## config.mk

```make
export PLATFORM = sky130hd
export DESIGN_NAME = instr_fetch_unit
export DESIGN_NICKNAME = d
export VERILOG_FILES = /design/src/rtl/instr_fetch_unit.sv
export SDC_FILE = /design/constraint.sdc
export NUM_CORES = 1
export LEC_CHECK = 0
export ABC_AREA = 0
export BUFFER_PORTS_ARGS = -buffer_cell sky130_fd_sc_hd__buf_2
export CAP_MARGIN = 20
export CORE_UTILIZATION = 52
export DETAILED_ROUTE_END_ITERATION = 10
export PLACE_DENSITY = 0.79
export SYNTH_ARGS = -nofsm -noshare
export SYNTH_HDL_FRONTEND = slang
export SYNTH_SLANG_ARGS = --single-unit
```

## constraint.sdc

```tcl
create_clock -name clk -period 4 [get_ports clk]
set_input_delay 0.8 -clock clk [delete_from_list [all_inputs] [get_ports clk]]
set_output_delay 0.8 -clock clk [all_outputs]
set_load 0.01 [all_outputs]
```

## src/rtl/instr_fetch_unit.sv

```systemverilog
// Instruction fetch stage: drives the combinational instruction memory port and buffers
// {word, pc} pairs in a small circular prefetch queue for decode. Optional: JUMP_PREDECODE_EN.
module instr_fetch_unit #(
  parameter int                ADDR_W   = 12,
  parameter int                DATA_W   = 16,
  parameter logic [ADDR_W-1:0] RESET_PC = 12'h000,
  parameter int                QDEPTH   = 2
) (
  input  logic              clk,
  input  logic              rst,
  output logic [ADDR_W-1:0] imem_addr,
  input  logic [DATA_W-1:0] imem_data,
  input  logic              redirect_valid,
  input  logic [ADDR_W-1:0] redirect_addr,
  output logic              instr_valid,
  input  logic              instr_ready,
  output logic [DATA_W-1:0] instr,
  output logic [ADDR_W-1:0] instr_pc,
  output logic              instr_predecoded
);

  localparam int PTR_W = (QDEPTH > 1) ? $clog2(QDEPTH) : 1;
  localparam int CNT_W = $clog2(QDEPTH + 1);
  localparam logic [CNT_W-1:0] FULL = CNT_W'(QDEPTH);

  logic [ADDR_W-1:0] fetch_pc, next_pc;
  logic [DATA_W-1:0] q_data [QDEPTH];
  logic [ADDR_W-1:0] q_pc   [QDEPTH];
  logic [PTR_W-1:0]  rd_ptr, wr_ptr;
  logic [CNT_W-1:0]  count;
  logic              pop, push;
  logic              unused_bits;

  assign unused_bits = redirect_addr[0];
  assign imem_addr   = fetch_pc;
  assign instr_valid = (count != '0);
  assign pop         = instr_valid & instr_ready;
  assign push        = !rst & !redirect_valid & ((count < FULL) | pop);

`ifdef JUMP_PREDECODE_EN
  // A JMP word steers fetch straight to its target; decode still sees the word.
  logic jmp;
  logic q_pd [QDEPTH];
  assign jmp     = (imem_data[DATA_W-1:DATA_W-4] == 4'hF);
  assign next_pc = jmp ? {imem_data[ADDR_W-2:0], 1'b0} : fetch_pc + ADDR_W'(2);

  always_ff @(posedge clk) begin
    if (push) q_pd[wr_ptr] <= jmp;
  end

  assign instr_predecoded = instr_valid ? q_pd[rd_ptr] : 1'b0;
`else
  assign next_pc          = fetch_pc + ADDR_W'(2);
  assign instr_predecoded = 1'b0;
`endif

  always_ff @(posedge clk) begin
    if (rst) begin
      fetch_pc <= {RESET_PC[ADDR_W-1:1], 1'b0};
      count    <= '0;
      rd_ptr   <= '0;
      wr_ptr   <= '0;
    end else if (redirect_valid) begin
      // Any same-cycle pop is implicitly honoured: the whole queue is dropped anyway.
      fetch_pc <= {redirect_addr[ADDR_W-1:1], 1'b0};
      count    <= '0;
      rd_ptr   <= '0;
      wr_ptr   <= '0;
    end else begin
      if (push) begin
        fetch_pc <= next_pc;
        wr_ptr   <= wr_ptr + PTR_W'(1);
      end
      if (pop) rd_ptr <= rd_ptr + PTR_W'(1);
      case ({push, pop})
        2'b10:   count <= count + CNT_W'(1);
        2'b01:   count <= count - CNT_W'(1);
        default: count <= count;
      endcase
    end
  end

  // Payload storage needs no reset; validity comes from count.
  always_ff @(posedge clk) begin
    if (push) begin
      q_data[wr_ptr] <= imem_data;
      q_pc[wr_ptr]   <= fetch_pc;
    end
  end

  assign instr    = instr_valid ? q_data[rd_ptr] : '0;
  assign instr_pc = instr_valid ? q_pc[rd_ptr]   : '0;

endmodule
```

==> flow_summary.ini <==
[run_status]
outcome = completed

[yosys]
synth_area_sq_um = 2890
synth_top_area_share_pct = 56.1
yosys_warnings = 0
seq_area_frac_synth_pct = 67.2
synth-seq-cells = 70
synth_area_leader_cell = edfxtp_1
yosysMostFrequentCell = edfxtp_1
synth_enable_flop_cells = 54
synthArstFlopShare_pct = 0
ys.flop_type = edfxtp_1
syn_inst = 218
synth_cell_type_count = 36
synth_commonest_cells = edfxtp_1, nor2_1, mux2i_1
syn_avg_cell_area_sq_um = 13.3
ys_top_cells_by_area = edfxtp_1, dfxtp_1, mux2i_1

[worst_setup_path]
worstSetupPathType = flop to primary output
arrival_ns = 1.69
required_ns = 3.20
worstSetupStartpointType = flop
cp-end-kind = primary output
crit_chain = mux2i_1 -> nor2_1 -> buf_2
max_stage_delay_ns = 0.87
critical_path.slowest_cell = dfxtp_2
cp_max_fo = 27

[clock_network]
clk_pin_slew_ns = 0.07
post_cts_resize_count = 0
postCtsSetupRepairBufs = 0
cts_sinks = 70
cts_buffers = 9
hold_buffers = 0
clk_latency_ns = 0.34
cts_tree = done
htreeDepth = 3
cts_max_path_buffers = 2
cts-root-buf = clkbuf_8

[layout]
seq_area_sq_um = 1940
n_fill_cell = 397
diodes = 0
area_growth_pct = 22.2
drive_gt1_share_pct = 31.6
nets = 323
final_core_util_pct = 67.4
multi_input_area_sq_um = 873

[route]
vias = 1909
antenna_left = 0
dr.pass1.iters = 4
drc_errors = 0
drtIter0Drc = 104
routed_wl_microns = 5140
wl_per_cell_microns = 14.1
via_per_inst = 5.24

[sta]
hold_viol_final = 0
period_needed_ns = 2.49
max_slew_margin_pct = 45.2
fin_skew_ns = 0.00697
fin_tns_setup_ns = 0
setup_violations = 0
min_period_over_period_pct = 62.2
drv_slew = 0
max_freq_mhz = 402
fin_ws_ns = 1.51
rsz0062_at_grt = no
whs_ns = 0.512
worstMarginPinSlew_ns = 0.823

[global_route]
grt_util_met2_pct = 30.6
grt_pass1_wl_microns = 8440
antenna_found_initial = 0
grt_pass1_vias = 1773
grt.busiest_layer = met2
use_met3_pct = 4.91
grt_overflow = 0
grt_max_degree = 30
grt_usage_pct = 19.0
use_met1_pct = 23.5

[pwr]
irDropWorstVdd_mv = 0.226
p_per_area_nw_per_um2 = 458
power.total_uw = 1620
p_leak_uw = 0.00134

[floorplan]
ios = 74
fp.dieW_microns = 76.5
initial_core_util_pct = 55.2
fp.dieH_microns = 76.5
core_area_sq_um = 5240
rows = 26
die-area_sq_um = 5860

[placed_design]
gp_congestion = 0.861
port_buffers = 69
pre_cts_slack_ns = 1.28
dp_hpwl_microns = 3370

[job]
max_cap_viol_count = 0

[hold_path]
hp-class = flop to flop
==> per-stage QoR <==
step,cells,area [sq um]
2_1_floorplan,220,2900
3_3_place_gp,347,3280
3_5_place_dp,347,3280
4_1_cts,363,3520
5_1_grt,364,3530
6_report,364,3530
==> placed cells by master (no fill, tap or decap), drive strengths merged, types with 2 or more instances in the layout <==
cell     n
a211oi   4
a21oi    3
a311oi   2
a31oi    2
and2     2
buf     72
bufinv   3
clkbuf  11
conb     3
dfxtp   16
edfxtp  54
ha       2
inv      5
mux2i   27
nand2    6
nand3    3
nand4    6
nor2    42
nor2b    2
nor4     2
o21ai    2
o22ai    2
or3      3
xnor2    5
xor2     7
==> sequential cells by signal (all words and copies together), names as in the netlist, named ones only <==
signal     flops
q_data        32
count          2
q_pc          22
wr_ptr         1
rd_ptr         1
imem_addr     11
==> critical path: cells and delay by family (launching register included) <==
family        cells  cell delay (ns)
buf+inv           1             0.14
simple gates      1             0.06
flops             1             0.87
mux               1             0.28
==> final cells by class <==
cell class	instances	area share, %
timing repair buffer	72	10.5
clock inverter	5	3.05
inverter	4	0.425
sequential	70	55.1
tap	70	2.48
clock buffer	11	3.72
multi-input combinational	132	24.7
==> path summary, 6_finish.rpt <==
path	slack [ns]	to	from	cells past startpoint
max reg2reg	1.98	count[1]$_SDFFE_PP0P_	count[1]$_SDFFE_PP0P_	6
min	0.51	q_pc[0][11]$_DFFE_PP_	imem_addr[11]$_SDFFE_PP0P_	0
max	1.51	instr[6]	flop	3
min reg2reg	0.51	q_pc[0][11]$_DFFE_PP_	imem_addr[11]$_SDFFE_PP0P_	0
==> per-layer routing <==
metal	wire (microns)	vias up
met5	0	-
met4	85	0
met3	280	7
met2	2450	75
met1	2330	905
li1	-	922
==> power by group <==
group,internal [uW],switching (uW),total [uW]
clock,418,254,672
combinational,47.1,62.4,110
sequential,813,22.7,836
total,1280,339,1620
==> logic make-up after synthesis <==
family | count (synthesis) | synth area share [%]
adder cells (fa/ha/maj) | 2 | 0.866
AO/OA/AOI/OAI | 17 | 4.37
multiplexers | 27 | 9.35
AND/OR/NAND/NOR | 71 | 11.4
flip-flops | 70 | 67.2
buffers and inverters | 18 | 2.99
other | 1 | 0.130
XOR/XNOR | 12 | 3.64
Power figures use the tool's default switching activity.
